[src/rtl/prog_loader_pkg.sv]
// Shared definitions for the program loader: frame field order and FSM encoding.
// The receive states are encoded in frame order so "accepting bytes" is a range test.
package prog_loader_pkg;

    typedef enum logic [1:0] {
        FLD_ADDR,
        FLD_LEN,
        FLD_DATA,
        FLD_CSUM
    } field_e;

    typedef enum logic [3:0] {
        IDLE = 4'd0,
        ADDR = 4'd1 + 4'(FLD_ADDR),
        LEN  = 4'd1 + 4'(FLD_LEN),
        DATA = 4'd1 + 4'(FLD_DATA),
        CSUM = 4'd1 + 4'(FLD_CSUM),
        VECT = 4'd5,
        HOLD = 4'd6,
        DONE = 4'd7,
        ERR  = 4'd8
    } state_e;

    // A LEN byte of zero means a full 256-byte image.
    function automatic logic [8:0] len_to_count(input logic [7:0] len);
        return (len == 8'd0) ? 9'd256 : {1'b0, len};
    endfunction

endpackage

[src/rtl/prog_loader_if.sv]
// Byte-stream input and memory write port of the program loader.
interface prog_loader_if #(
    parameter int MEM_AW = 8
);
    logic              ld_valid;
    logic [7:0]        ld_data;
    logic              ld_ready;
    logic              mem_we;
    logic [MEM_AW-1:0] mem_addr;
    logic [7:0]        mem_wdata;

    modport slave (
        input  ld_valid, ld_data,
        output ld_ready, mem_we, mem_addr, mem_wdata
    );

    modport master (
        output ld_valid, ld_data,
        input  ld_ready, mem_we, mem_addr, mem_wdata
    );
endinterface

[src/rtl/prog_loader_csum.sv]
// 8-bit modulo-256 accumulator for the image checksum.
module prog_loader_csum (
    input  logic       clk,
    input  logic       rst,
    input  logic       i_clr,
    input  logic       i_add,
    input  logic [7:0] i_data,
    output logic [7:0] o_sum
);
    logic [7:0] r_sum;

    // NOTE: sequential state uses non-blocking assignments so every register samples pre-edge values.
    always_ff @(posedge clk or negedge rst) begin
        if (!rst)
            r_sum <= 8'd0;
        else if (i_clr)
            r_sum <= 8'd0;
        else if (i_add)
            r_sum <= r_sum + i_data;
    end

    assign o_sum = r_sum;
endmodule

[src/rtl/prog_loader.sv]
// Loads a checksummed byte-stream image into memory, writes the reset vector at 0x00,
// then releases the processor reset after a fixed hold.
module prog_loader
    import prog_loader_pkg::*;
#(
    parameter int RST_HOLD = 2,
    parameter int MEM_AW   = 8
) (
    input  logic            clk,
    input  logic            rst,
    input  logic            ld_start,
    prog_loader_if.slave    bus,
    output logic            cpu_rst,
    output logic            done,
    output logic            err
);
    localparam logic [8:0] HOLD_LAST = 9'(RST_HOLD - 1);

    state_e            r_state, w_state;
    logic [7:0]        r_start, w_start;
    logic [8:0]        r_len, w_len;
    logic [8:0]        r_cnt, w_cnt;
    logic              r_mem_we, w_mem_we;
    logic [MEM_AW-1:0] r_mem_addr, w_mem_addr;
    logic [7:0]        r_mem_wdata, w_mem_wdata;
    logic              r_cpu_rst, w_cpu_rst;
    logic              r_done, w_done;
    logic              r_err, w_err;
    logic              w_ready, w_xfer;
    logic              w_csum_clr, w_csum_add;
    logic [7:0]        w_sum;
    logic [7:0]        w_data_addr;

    prog_loader_csum u_csum (
        .clk    (clk),
        .rst    (rst),
        .i_clr  (w_csum_clr),
        .i_add  (w_csum_add),
        .i_data (bus.ld_data),
        .o_sum  (w_sum)
    );

    assign w_ready     = (r_state >= ADDR) && (r_state <= CSUM);
    assign w_xfer      = bus.ld_valid && w_ready;
    assign w_data_addr = r_start + r_cnt[7:0];

    always_ff @(posedge clk or negedge rst) begin
        if (!rst) begin
            r_state     <= IDLE;
            r_start     <= 8'd0;
            r_len       <= 9'd0;
            r_cnt       <= 9'd0;
            r_mem_we    <= 1'b0;
            r_mem_addr  <= '0;
            r_mem_wdata <= 8'd0;
            r_cpu_rst   <= 1'b0;
            r_done      <= 1'b0;
            r_err       <= 1'b0;
        end else begin
            r_state     <= w_state;
            r_start     <= w_start;
            r_len       <= w_len;
            r_cnt       <= w_cnt;
            r_mem_we    <= w_mem_we;
            r_mem_addr  <= w_mem_addr;
            r_mem_wdata <= w_mem_wdata;
            r_cpu_rst   <= w_cpu_rst;
            r_done      <= w_done;
            r_err       <= w_err;
        end
    end

    always_comb begin
        // NOTE: every output of this block gets a default first so no path can infer a latch.
        w_state     = r_state;
        w_start     = r_start;
        w_len       = r_len;
        w_cnt       = r_cnt;
        w_mem_we    = 1'b0;
        w_mem_addr  = r_mem_addr;
        w_mem_wdata = r_mem_wdata;
        w_cpu_rst   = r_cpu_rst;
        w_done      = r_done;
        w_err       = r_err;
        w_csum_clr  = 1'b0;
        w_csum_add  = 1'b0;

        unique case (r_state)
            IDLE, DONE, ERR: if (ld_start) begin
                w_state    = ADDR;
                w_cpu_rst  = 1'b0;
                w_done     = 1'b0;
                w_err      = 1'b0;
                w_cnt      = 9'd0;
                w_csum_clr = 1'b1;
            end
            ADDR: if (w_xfer) begin
                w_start = bus.ld_data;
                w_state = LEN;
            end
            LEN: if (w_xfer) begin
                w_len   = len_to_count(bus.ld_data);
                w_cnt   = 9'd0;
                w_state = DATA;
            end
            DATA: if (w_xfer) begin
                w_mem_we    = 1'b1;
                w_mem_addr  = MEM_AW'(w_data_addr);
                w_mem_wdata = bus.ld_data;
                w_csum_add  = 1'b1;
                w_cnt       = r_cnt + 9'd1;
                if (r_cnt + 9'd1 == r_len)
                    w_state = CSUM;
            end
            CSUM: if (w_xfer) begin
                if (bus.ld_data == w_sum) begin
                    // Reset vector lands last so it wins over any image byte at 0x00.
                    w_state     = VECT;
                    w_mem_we    = 1'b1;
                    w_mem_addr  = '0;
                    w_mem_wdata = r_start;
                end else begin
                    w_state = ERR;
                    w_err   = 1'b1;
                end
            end
            VECT: begin
                w_state = HOLD;
                w_cnt   = 9'd0;
            end
            HOLD: begin
                if (r_cnt == HOLD_LAST) begin
                    w_state   = DONE;
                    w_cpu_rst = 1'b1;
                    w_done    = 1'b1;
                end else begin
                    w_cnt = r_cnt + 9'd1;
                end
            end
            default: w_state = IDLE;
        endcase
    end

    assign bus.ld_ready  = w_ready;
    assign bus.mem_we    = r_mem_we;
    assign bus.mem_addr  = r_mem_addr;
    assign bus.mem_wdata = r_mem_wdata;
    assign cpu_rst       = r_cpu_rst;
    assign done          = r_done;
    assign err           = r_err;
endmodule

[src/flat_wrapper.sv]
// flat-port wrapper written by rule: the top's interface ports become plain ports
module prog_loader_flat import prog_loader_pkg::*;
#(
    parameter int RST_HOLD = 2,
    parameter int MEM_AW   = 8
)
  (clk, rst, ld_start, cpu_rst, done, err, bus_ld_valid, bus_ld_data, bus_ld_ready, bus_mem_we, bus_mem_addr, bus_mem_wdata);
  prog_loader_if #(.MEM_AW(MEM_AW)) bus_i ();
  input  logic clk;
  input  logic rst;
  input  logic ld_start;
  output logic cpu_rst;
  output logic done;
  output logic err;
  input wire logic [$bits(bus_i.ld_valid)-1:0] bus_ld_valid;
  input wire logic [$bits(bus_i.ld_data)-1:0] bus_ld_data;
  output wire logic [$bits(bus_i.ld_ready)-1:0] bus_ld_ready;
  output wire logic [$bits(bus_i.mem_we)-1:0] bus_mem_we;
  output wire logic [$bits(bus_i.mem_addr)-1:0] bus_mem_addr;
  output wire logic [$bits(bus_i.mem_wdata)-1:0] bus_mem_wdata;
  assign bus_i.ld_valid = bus_ld_valid;
  assign bus_i.ld_data = bus_ld_data;
  assign bus_ld_ready = bus_i.ld_ready;
  assign bus_mem_we = bus_i.mem_we;
  assign bus_mem_addr = bus_i.mem_addr;
  assign bus_mem_wdata = bus_i.mem_wdata;
  prog_loader #(.RST_HOLD(RST_HOLD), .MEM_AW(MEM_AW)) u_core (.clk(clk), .rst(rst), .ld_start(ld_start), .bus(bus_i), .cpu_rst(cpu_rst), .done(done), .err(err));
endmodule
[config.mk]
export PLATFORM = sky130hd
export DESIGN_NAME = prog_loader_flat
export DESIGN_NICKNAME = d
export VERILOG_FILES = /design/src/rtl/prog_loader_pkg.sv /design/src/rtl/prog_loader_if.sv /design/src/rtl/prog_loader_csum.sv /design/src/rtl/prog_loader.sv /design/src/flat_wrapper.sv
export SDC_FILE = /design/constraint.sdc
export NUM_CORES = 1
export LEC_CHECK = 0
export CORE_MARGIN = 3
export CORE_UTILIZATION = 43
export DETAILED_ROUTE_END_ITERATION = 10
export DONT_BUFFER_PORTS = 1
export GPL_ROUTABILITY_DRIVEN = 1
export PLACE_DENSITY_LB_ADDON = 0.05
export SYNTH_ARGS = -nofsm -noshare
export SYNTH_HDL_FRONTEND = slang
export SYNTH_HIERARCHICAL = 1
export SYNTH_SLANG_ARGS = --single-unit
[constraint.sdc]
create_clock -name clk -period 2.2 [get_ports clk]
set_input_delay 0.44 -clock clk [delete_from_list [all_inputs] [get_ports clk]]
set_output_delay 0.44 -clock clk [all_outputs]
set_load 0.03 [all_outputs]
# ---- Yosys cells after proc, flatten, opt, wreduce, memory -nomap -nowiden
# Cells that the tools add are included.
dict set report classes {
  addsub 3
  mul 0
  div 0
  order_cmp 2
  n_eq_ne 21
  shift 0
  muxes 38
  bitwise_logic 0
  reduce_logical 17
}
# operator n
set ops {}
lappend ops {{8-bit two-way mux} 8}
lappend ops {{9-bit two-way mux} 5}
lappend ops {{9-bit case mux with 5 select lines} 1}
lappend ops {{4-bit two-way mux} 8}
lappend ops {{8-bit case mux with 2 select lines} 2}
lappend ops {{4-bit case mux with 7 select lines} 1}
lappend ops {{8-bit adder} 2}
lappend ops {{4-bit by 3-bit equality test with 1-bit output, second input constant} 4}
lappend ops {{2-bit by 1-bit != test with 1-bit output, second input constant} 7}
lappend ops {{1-bit two-way mux} 10}
lappend ops {{9-bit by 1-bit adder with 9-bit output, second input constant} 1}
lappend ops {{9-bit by 1-bit equality test with 1-bit output, second input constant} 1}
lappend ops {{9-bit equality test} 1}
lappend ops {{4-bit by 2-bit equality test with 1-bit output, second input constant} 2}
lappend ops {{8-bit equality test} 1}
lappend ops {{8-bit logical NOT} 1}
lappend ops {{4-bit AND reduction} 2}
lappend ops {{2-bit nonzero test} 4}
lappend ops {{7-bit AND reduction} 1}
lappend ops {{2-bit != test, second input constant} 3}
lappend ops {{1-bit case mux with 2 select lines} 3}
lappend ops {{5-bit AND reduction} 1}
lappend ops {{5-bit nonzero test} 1}
lappend ops {{4-bit by 1-bit equality test with 1-bit output, second input constant} 1}
lappend ops {{other kinds (8)} 10}
dict set report totals {
  regBits 57
  latchBits 0
  ramBits 0
  rom_bits 0
  input_bits 12
  word_cells 91
  mem_count 0
}

# ---- Longest topological paths before layout
# Gate-level depths: netlist (run 1).
dict set report depth {
  depth_word 7
  depth_mapped 10
}

# ---- Cells and area by module
# The synthesis (run 1) kept the hierarchy.
# module n_inst cells_per_inst area_per_inst_um2
set modules_own_cells {}
lappend modules_own_cells {prog_loader 1 287 2936.6}
lappend modules_own_cells {prog_loader_csum 1 66 646.9}

# ---- Worst setup path after synthesis (run 1)
# OpenSTA, ideal clock, no wires.
dict set report synth_timing {
  path_kind {reg-to-reg}
  from {register u_core.r_state[2]}
  to {register u_core.u_csum.r_sum[7], in the netlist u_core/u_csum/o_sum[7]}
  arrival_ps 2032
  t_required_ps 2127
  setup_slack_ps 95
  stages_incl_launch_ff 11
  path_buffers 2
  synth_period_minus_slack_ps 2105
  path_cell_list {dfrtp_1 > buf_6 > clkbuf_1 > nor2_1 > nand3_1 > inv_1 > nand2_1 > or2_1 > mux2_4 > a21o_1 > a21oi_2}
}
dict set report synth_via {
  elab_chain_len 6
}
# element line_no
set synth_rtl {}
lappend synth_rtl {{start, declared} prog_loader.sv:19} ;# state_e r_state, w_state;
lappend synth_rtl {{start signal, assigned} prog_loader.sv:60} ;# r_state <= w_state;
lappend synth_rtl {{4-bit by 1-bit >= comparator with 1-bit output or 4-bit by 3-bit <= comparator with 1-bit output (tied branches)} prog_loader.sv:43} ;# assign w_ready = (r_state >= ADDR) && (r_state <= CSUM);
lappend synth_rtl {{1-bit logical AND} prog_loader.sv:43}
lappend synth_rtl {{1-bit logical AND} prog_loader.sv:44} ;# assign w_xfer = bus.ld_valid && w_ready;
lappend synth_rtl {{1-bit two-way mux} prog_loader.sv:106} ;# DATA: if (w_xfer) begin
lappend synth_rtl {{1-bit two-way mux *} prog_loader.sv:88} ;# unique case (r_state)
lappend synth_rtl {{net u_core.w_csum_add} prog_loader.sv:30} ;# logic w_csum_clr, w_csum_add;
lappend synth_rtl {{2-bit nonzero test (no line) *} n/a}
lappend synth_rtl {{end signal, assigned} prog_loader_csum.sv:19} ;# r_sum <= r_sum + i_data;
lappend synth_rtl {{end, declared} prog_loader_csum.sv:10} ;# logic [7:0] r_sum;
# The timed path passes the listed nets; every way through them passes the cells marked *.
# A chain may end at the register's enable or synchronous reset.

# ---- Worst setup path in the final report (run 1)
dict set report layout_timing {
  from {register u_core.r_state[0]}
  to {register u_core.u_csum.r_sum[7], in the netlist u_core/u_csum/o_sum[7]}
}
# The elaborated chain is that of the path after synthesis.

==> tab_implementation.tex, run 1 <==
\begin{tabular}{lr}
\hline
Metric & Value \\
\hline
\multicolumn{2}{l}{\textbf{Clock network}} \\
\quad H-Tree Depth & 3 \\
\quad Max Root-Sink Buffers & 2 \\
\quad Inserted Clock Buffers & 9 \\
\quad Clock tree root driver cell & clkbuf\_8 \\
\quad Clock tree from TritonCTS & yes \\
\quad Clock transition at the register clock pins on the worst setup and hold paths after CTS & 0.07 ns \\
\quad \# Post-CTS Setup Buffers & 0 \\
\quad Clock latency on the worst-skew pair & 0.33 ns \\
\quad Num Clock Sinks & between 50 and 60 \\
\multicolumn{2}{l}{\textbf{Finish}} \\
\quad Final nets & 406 \\
\quad Antenna diodes & 0 \\
\quad Area taken by flip-flops and latches & 1430 um2 \\
\quad Signed area change from the synthesized netlist to the final layout & 14.6\% \\
\quad Fillcell total & between 700 and 800 \\
\quad Share of final-layout standard cells stronger than drive strength 1 & 24.1\% \\
\quad Area occupied by multi-input gates & 2060 um2 \\
\multicolumn{2}{l}{\textbf{Worst setup path}} \\
\quad Type of destination of the critical path & flop \\
\quad CP peak stage delay & between 0.3 and 0.4 ns \\
\quad Worst r2r dst & u\_core/u\_csum/o\_sum[7] \\
\quad Worst path bufs/invs & 2 \\
\quad Setup CP Type & flop to flop \\
\quad Path length in cells of the critical path & 9 \\
\quad Critical path data required time & 2.46 ns \\
\quad Critical path, cell by cell & buf\_4, and2\_1, nand3\_1, inv\_1, nand2\_1, nand4bb\_1, mux2\_4, a21o\_1, a21oi\_2 \\
\quad Maximum fanout encountered on the critical timing path & 15 \\
\quad Setup slack, reg-to-reg & between 0.15 and 0.2 ns \\
\quad Worst R2R Path Depth & 9 \\
\quad Start point of the critical path & u\_core/r\_state[0] \\
\quad Dominant delay contributor by cell family on the critical path & simple AND/OR/NAND/NOR gates \\
\quad Arrival time at the worst endpoint & $\sim$2.3 ns \\
\quad Startpoint type of the worst setup path & flop \\
\quad Slowest cell on the critical path & dfrtp\_1 \\
\quad Startpoint of the worst register-to-register path & u\_core/r\_state[0] \\
\quad Capture point of the critical path & u\_core/u\_csum/o\_sum[7] \\
\multicolumn{2}{l}{\textbf{Global routing}} \\
\quad Via count of the first global-routing pass & 2644 \\
\quad Global-route wire length before repair & 13700 um \\
\quad Total gr overflow & 0 \\
\quad Number of antenna violations at the first check in global routing & 0 \\
\quad GRT Overall Usage & 17.9\% \\
\quad Pin count of the biggest net entering global routing & 58 \\
\multicolumn{2}{l}{\textbf{Logic synthesis}} \\
\quad Cells after Synth & 353 \\
\quad Biggest area consumer among synthesized cells & dfrtp\_1 \\
\quad Largest cells by area after synthesis & dfrtp\_1, mux2\_2, ha\_1, xnor2\_1, o21ai\_0 \\
\quad Post-synth net total & 383 \\
\quad Count of flip-flops with a built-in enable after synthesis & 0 \\
\quad Warning count from the yosys run & 6 \\
\quad Post-synth cell types & just under 60 \\
\quad Share of async-settable or async-resettable flops after synthesis & between 90\% and 100\% \\
\quad Total of flip-flops plus latches after synthesis & 57 \\
\quad Leading register cell type out of synthesis & dfrtp\_1 \\
\quad Mapped cell area & 3580 um2 \\
\quad Average cell area after synthesis & 10.2 um2 \\
\quad Seq/Total Area, Yosys & between 30\% and 40\% \\
\quad Share of the synthesized area in the top cell type & between 30 and 40\% \\
\multicolumn{2}{l}{\textbf{Die}} \\
\quad Die X-Extent & 97.3 um \\
\quad Overall die height & 97.3 um \\
\quad Core Footprint & 7890 um2 \\
\quad Starting density of the core & between 40\% and 50\% \\
\quad Area of the die & approximately 9500 um2 \\
\quad Std-Cell Rows & 32 \\
\quad Number of I/O pins & 33 \\
\multicolumn{2}{l}{\textbf{Detailed routing}} \\
\quad Routed length per instance & 17.3 um \\
\quad ANT nets after route & 0 \\
\quad DR vias & 2672 \\
\quad Total Routed Length & between 8000 and 9000 um \\
\quad 1st-pass router iterations & 4 \\
\quad Initial DRC count & 111 \\
\quad DRC violations left & 0 \\
\quad Ratio of routed vias to standard cells & 5.53 \\
\multicolumn{2}{l}{\textbf{Timing}} \\
\quad Setup Viol. Count Final & 0 \\
\quad Minimum period implied by the final worst setup slack & between 2 and 2.5 ns \\
\quad Period Utilization, post-route & 91.6\% \\
\quad Final Hold Violating Endpoints & 0 \\
\quad Final setup skew & 0.00972 ns \\
\quad Max Freq & 0.496 GHz \\
\quad Setup\_tns & 0 ns \\
\quad Setup repair after global routing missed its margin & false \\
\quad Headroom to the max-slew limit & between 50\% and 60\% \\
\quad Transition at the pin with the smallest max-transition slack & 0.675 ns \\
\quad Total count of max-transition violations in the final report & 0 \\
\multicolumn{2}{l}{\textbf{Pwr}} \\
\quad Maximum vdd drop & 737 uV \\
\quad Pwr Total & between 0.005 and 0.006 W \\
\quad Leakage & $\sim$1.8 nW \\
\quad Power per unit of standard cell area & 1410 nW/um2 \\
\multicolumn{2}{l}{\textbf{Place}} \\
\quad Detailed-placement wirelength estimate & 6060 um \\
\quad Port bufs & 0 \\
\quad Final estimated routing congestion in global placement & 0.847 \\
\multicolumn{2}{l}{\textbf{Outcome}} \\
\quad Run status & complete, no violations \\
\multicolumn{2}{l}{\textbf{Worst hold path}} \\
\quad Critical hold path startpoint & bus\_ld\_data[2] \\
\quad Path class of the lowest-slack min-delay path & primary input to flop \\
\multicolumn{2}{l}{\textbf{Flow run}} \\
\quad Reported max-cap violation count & 0 \\
\hline
\end{tabular}
==> metrics by stage <==
| step | area, um2 | std cells | hold WS, ns | setup WS, ns | utilization, % |
|---|---|---|---|---|---|
| 2_1_floorplan | 3580 | 353 | 0.144 | 0.0947 | - |
| 3_3_place_gp | 3820 | 465 | 0.146 | 0.0945 | 48.5 |
| 3_5_place_dp | 3820 | 465 | 0.146 | 0.0642 | 48.5 |
| 4_1_cts | 4060 | 483 | 0.238 | 0.0470 | 51.4 |
| 5_1_grt | 4110 | 483 | 0.235 | 0.0103 | 52.0 |
| 6_report | 4110 | 483 | 0.257 | 0.185 | 52.0 |
==> sequential cells by signal (all words and copies together) (netlist names) <==
register and flops:
u_core/bus.mem_addr 8, u_core/u_csum/o_sum 8, u_core/bus.mem_we 1, u_core/r_start 8, u_core/err 1, u_core/done 1
u_core/r_state 4, u_core/bus.mem_wdata 8, u_core/r_len 9, u_core/r_cnt 9
==> worst min-delay path by stage <==
| stage | cells after the start | slack [ns] | endpoint |
|---|---|---|---|
| floorplan | 0 | 0.14 | u_core/bus.mem_addr[0] |
| global placement | 0 | 0.15 | u_core/r_cnt[5] |
| detailed placement | 0 | 0.15 | u_core/r_cnt[3] |
| CTS | 1 | 0.24 | u_core/r_start[6] |
| global route | 1 | 0.24 | u_core/r_start[6] |
| finish | 1 | 0.26 | u_core/r_len[2] |
==> report_power, final <==
group          leakage (nW)  switching, W  internal, W
Clock                 0.102      0.000437     0.000546
Combinational         0.965       0.00134      0.00129
Sequential            0.712      0.000683      0.00148
==> synthesized netlist by cell type, drive strengths merged, types with 6 or more instances <==
| cell type | instances |
|---|---|
| nand2 | 21 |
| o21ai | 22 |
| nor2b | 6 |
| dfrtp | 57 |
| ha | 16 |
| a21oi | 12 |
| nor2 | 24 |
| xor2 | 9 |
| o22ai | 7 |
| inv | 21 |
| nand3 | 9 |
| clkbuf | 8 |
| buf | 6 |
| mux2 | 33 |
| xnor2 | 22 |
==> layout by cell type (no fill, tap or decap), drive strengths merged, types with 5 or more instances in the layout <==
cell,count
a21o,5
nor2,24
a21oi,12
nand3,9
and3,5
nor3,5
ha,16
mux2,33
xor2,9
xnor2,22
nand2,21
nor2b,6
o21ai,22
clkbuf,10
o22ai,7
inv,21
buf,25
o31ai,5
dfrtp,57
==> worst reg2reg max path, cell delays in order, from the launching register on <==
cell and delay [ns]:
dfrtp_1 0.34, buf_4 0.20, and2_1 0.24, nand3_1 0.16, inv_1 0.15, nand2_1 0.08, nand4bb_1 0.19, mux2_4 0.29
a21o_1 0.17, a21oi_2 0.12
==> final cells by class <==
type	instances	area share, %
well taps	102	3.11
clock inverters	6	1.40
multi-input cells	261	50.1
clock buffers	10	3.35
inverters	21	1.92
repair buffers	26	5.30
flip-flops and latches	57	34.8
==> routing by layer <==
layer	up-vias	global-route usage, %	part of all wire, %
li1	1326	-	-
met1	1273	25.0	50
met2	66	27.8	44
met3	7	4.38	4.8
met4	0	5.22	1.1
met5	-	0	0
==> kinds of logic (layout without fill, tap and decap cells) <==
group                    count (synthesis)  in the layout  synth area share, %
XOR/XNOR                                31             31                 7.58
AO/OA/AOI/OAI                           79             79                 15.2
adder cells (fa/ha/maj)                 18             18                 6.70
AND/OR/NAND/NOR                         96             96                 15.0
multiplexers                            37             37                 11.6
buffers and inverters                   35             63                 4.12
flip-flops                              57             57                 39.8
==> repair_timing <==
action	CTS	global route
setup endpoints to repair	0	12
endpoints found under the hold margin	57	0
hold buffers	2	0
resized for setup	0	10
Note: power is estimated with default switching activity, not from simulation.
==> inputs of run 2 (changes only) <==
--- a/config.mk
+++ b/config.mk
@@ -10,6 +10,8 @@
 export DETAILED_ROUTE_END_ITERATION = 10
 export DONT_BUFFER_PORTS = 1
 export GPL_ROUTABILITY_DRIVEN = 1
+export GPL_TIMING_DRIVEN = 0
+export HOLD_SLACK_MARGIN = 0.02
 export PLACE_DENSITY_LB_ADDON = 0.05
 export SYNTH_ARGS = -nofsm -noshare
 export SYNTH_HDL_FRONTEND = slang
==> run 2 against run 1 <==
  * Core utilization up 1.2 points
  * Clock skew down 0.0026 ns
  * Highest routed layer unchanged
  * Maximum frequency down 6.0%
  * First-iteration DRC count up 9.9%
  * Clock power up 5%
  * Global-route usage up 0.53 points
  * Die area unchanged
  * Critical path depth down 2
  * Cell area up 2.4%
  * Sequential power about the same
==> tab_implementation.tex, run 2 (synthesis results as in run 1) <==
\begin{tabular}{lr}
\hline
Metric & Value \\
\hline
\multicolumn{2}{l}{\textbf{Outcome}} \\
\quad Run status & complete, no violations \\
\multicolumn{2}{l}{\textbf{Timing}} \\
\quad Final Hold Violating Endpoints & 0 (unchanged) \\
\quad Period Utilization, post-route & 97.4\% (+5.8 points) \\
\quad Minimum period implied by the final worst setup slack & 2.14 ns (+0.129 ns) \\
\quad Transition at the pin with the smallest max-transition slack & 0.682 ns (+0.00659 ns) \\
\quad Headroom to the max-slew limit & 54.4\% (-0.44 points) \\
\quad Worst slack on hold paths & 0.260 ns (+0.00313 ns) \\
\quad Total count of max-transition violations in the final report & 0 (unchanged) \\
\quad Setup repair after global routing missed its margin & true \\
\quad Max Freq & 0.467 GHz (-6.0\%) \\
\quad Setup Viol. Count Final & 0 (unchanged) \\
\quad Final setup skew & 0.00713 ns (-0.00259 ns) \\
\multicolumn{2}{l}{\textbf{Finish}} \\
\quad Commonest non-fill, non-tap cell in the layout & dfrtp\_1 \\
\quad Leading cell types in the layout, fill and taps excluded & dfrtp\_1, mux2\_2, xnor2\_1, nor2\_1, o21ai\_0 \\
\quad Share of final-layout standard cells stronger than drive strength 1 & 26.8\% (+2.6 points) \\
\quad Layout Cell Area excl Fill & 4200 um2 (+2.4\%) \\
\quad Antenna diodes & 0 (unchanged) \\
\quad Fillcell total & 681 (-3.8\%) \\
\quad Top Registers & u\_core/r\_cnt x9, u\_core/r\_len x9 \\
\quad Signed area change from the synthesized netlist to the final layout & 17.3\% \\
\quad Area taken by flip-flops and latches & 1430 um2 (+0.35\%) \\
\quad Final nets & 410 (+0.99\%) \\
\quad Final core utilization & 53.3\% (+1.2 points) \\
\quad Area occupied by multi-input gates & 2120 um2 (+3.0\%) \\
\multicolumn{2}{l}{\textbf{Detailed routing}} \\
\quad Initial DRC count & 122 (+9.9\%) \\
\quad DR vias & 2701 (+1.1\%) \\
\quad 1st-pass router iterations & 6 (+2) \\
\quad Total Routed Length & 8600 um (+3.2\%) \\
\quad ANT nets after route & 0 (unchanged) \\
\quad Routed length per instance & 17.7 um (+2.3\%) \\
\quad DRC violations left & 0 (unchanged) \\
\quad Ratio of routed vias to standard cells & 5.55 (+0.26\%) \\
\multicolumn{2}{l}{\textbf{Worst hold path}} \\
\quad Cell depth of the worst min-delay path & 1 (unchanged) \\
\quad Critical hold path startpoint & bus\_ld\_data[0] \\
\quad Worst-case hold path end point & u\_core/r\_start[0] \\
\quad Path class of the lowest-slack min-delay path & primary input to flop \\
\multicolumn{2}{l}{\textbf{Worst setup path}} \\
\quad Setup slack, reg-to-reg & 0.06 ns (-0.13 ns) \\
\quad Startpoint of the worst register-to-register path & u\_core/r\_cnt[0] \\
\quad Worst R2R Path Depth & 7 (-2) \\
\quad Startpoint type of the worst setup path & flop \\
\quad Slowest cell on the critical path & dfrtp\_2 \\
\quad Maximum fanout encountered on the critical timing path & 7 (-8) \\
\quad Arrival time at the worst endpoint & 2.35 ns (+0.07 ns) \\
\quad CP peak stage delay & 0.47 ns (+0.13 ns) \\
\quad Setup CP Type & flop to flop \\
\quad Worst r2r dst & u\_core/r\_state[0] \\
\quad Critical path data required time & 2.40 ns (-0.06 ns) \\
\quad Critical path, cell by cell & buf\_4, ha\_4, xnor2\_1, nor4\_1, nand4\_1, nor4b\_4, o211ai\_1 \\
\quad Type of destination of the critical path & flop \\
\multicolumn{2}{l}{\textbf{Clock network}} \\
\quad Clock latency on the worst-skew pair & 0.33 ns (about the same) \\
\quad Clock tree root driver cell & clkbuf\_8 \\
\quad Num Clock Sinks & 57 (unchanged) \\
\quad Inserted Clock Buffers & 9 (unchanged) \\
\quad H-Tree Depth & 3 (unchanged) \\
\quad Max Root-Sink Buffers & 2 (unchanged) \\
\quad Clock tree from TritonCTS & yes \\
\quad Clock transition at the register clock pins on the worst setup and hold paths after CTS & 0.07 ns (about the same) \\
\multicolumn{2}{l}{\textbf{Die}} \\
\quad Die X-Extent & 97.3 um (unchanged) \\
\quad Std-Cell Rows & 32 (unchanged) \\
\quad Area of the die & 9470 um2 (unchanged) \\
\quad Starting density of the core & 45.4\% (unchanged) \\
\quad Core Footprint & 7890 um2 (unchanged) \\
\quad Number of I/O pins & 33 (unchanged) \\
\quad Overall die height & 97.3 um (unchanged) \\
\multicolumn{2}{l}{\textbf{Global routing}} \\
\quad GRT Overall Usage & 18.5\% (+0.53 points) \\
\quad Number of antenna violations at the first check in global routing & 0 (unchanged) \\
\quad Total gr overflow & 0 (unchanged) \\
\quad Via count of the first global-routing pass & 2657 (+0.49\%) \\
\quad Pin count of the biggest net entering global routing & 58 (unchanged) \\
\quad Global-route wire length before repair & 14100 um (+3.4\%) \\
\multicolumn{2}{l}{\textbf{Pwr}} \\
\quad Maximum vdd drop & 662 uV (-10\%) \\
\quad Power per unit of standard cell area & 1430 nW/um2 (+1.8\%) \\
\quad Leakage & 1.78 nW (+0.12\%) \\
\multicolumn{2}{l}{\textbf{Place}} \\
\quad Detailed-placement wirelength estimate & 5890 um (-2.8\%) \\
\quad Area of placed instances & 3710 um2 (-2.9\%) \\
\quad Port bufs & 0 (unchanged) \\
\quad Final estimated routing congestion in global placement & 0.858 (+1.3\%) \\
\multicolumn{2}{l}{\textbf{Flow run}} \\
\quad Reported max-cap violation count & 0 (unchanged) \\
\hline
\end{tabular}
==> run 2: cell types whose count changed in the layout (fill, tap and decap cells not counted), sizes merged <==
cell / delta
clkbuf: +9
buf: -1
clkinvlp: -1
clkinv: -3
==> run 2: worst max path at each step <==
stage | startpoint | endpoint | slack [ns] | cells past startpoint
global route | u_core/r_cnt[0] | u_core/bus.mem_addr[6] | -0.04 | 9
CTS | u_core/r_cnt[3] | u_core/r_state[0] | 0.004 | 6
finish | u_core/r_cnt[0] | u_core/r_state[0] | 0.06 | 7
global placement | u_core/r_state[2] | u_core/u_csum/o_sum[7] | -0.42 | 10
floorplan | u_core/r_state[2] | u_core/u_csum/o_sum[7] | 0.09 | 10
detailed placement | u_core/r_state[2] | u_core/u_csum/o_sum[7] | -0.46 | 10
==> run 2: metal layers <==
metal	part of all wire, %	up-vias	GRT usage [%]
met3	4.7	10	4.24
met1	51	1303	27.4
met4	1.3	0	5.96
met5	0	-	0
met2	43	57	26.6
li1	-	1331	-
==> run 2: power breakdown <==
group	internal [W]	leakage, nW	total [W]	switching (W)
Clock	0.000616	0.107	0.00103	0.000418
Combinational	0.00137	0.967	0.00279	0.00142
Sequential	0.00149	0.707	0.00219	0.000708
Total	0.00347	1.78	0.00602	0.00255
==> run 2: worst max-delay path: cells and delay by family, from the launching register on <==
kind | cells | cell delay, ns
DFF | 1 | 0.47
buffers and inverters | 1 | 0.16
xor gates and xnor gates | 1 | 0.13
adders and majority gates | 1 | 0.24
and+or+nand+nor | 3 | 0.88
AOI/OAI and AO/OA | 1 | 0.13
==> run 2: timing repair <==
action	CTS	global route
hold endpoints to repair	57	0
resized for setup	21	19
setup endpoints to repair	37	22
hold buffers	2	0
pin swaps	2	7
buffers inserted	3	13
==> run 2: through the flow <==
stage | setup slack, ns | total power [W] | setup TNS (ns) | std cells
4_1_cts | 0.00447 | 0.00587 | 0 | 475
3_5_place_dp | -0.457 | 0.00463 | -7.26 | 455
5_1_grt | -0.0448 | 0.00647 | -0.103 | 487
6_report | 0.0566 | 0.00602 | 0 | 487
3_3_place_gp | -0.424 | 0.00458 | -7.02 | 455
2_1_floorplan | 0.0947 | 0.00409 | 0 | 353
==> run 2: area by class of cell <==
cell class	count	area share (%)
buffer	12	1.73
clock buffer	14	4.11
clock inverter	2	0.834
inverter	21	1.99
multi-input combinational	261	50.5
sequential	57	34.1
tap	102	3.04
timing repair buffer	18	3.75
==> inputs of run 3 (changes only) <==
--- a/config.mk
+++ b/config.mk
@@ -7,6 +7,7 @@
 export LEC_CHECK = 0
 export CORE_MARGIN = 3
 export CORE_UTILIZATION = 43
+export CTS_CLUSTER_DIAMETER = 50
 export DETAILED_ROUTE_END_ITERATION = 10
 export DONT_BUFFER_PORTS = 1
 export GPL_ROUTABILITY_DRIVEN = 1
==> results of run 3 <==
Final layout, timing and power as in run 2 (identical DEF).
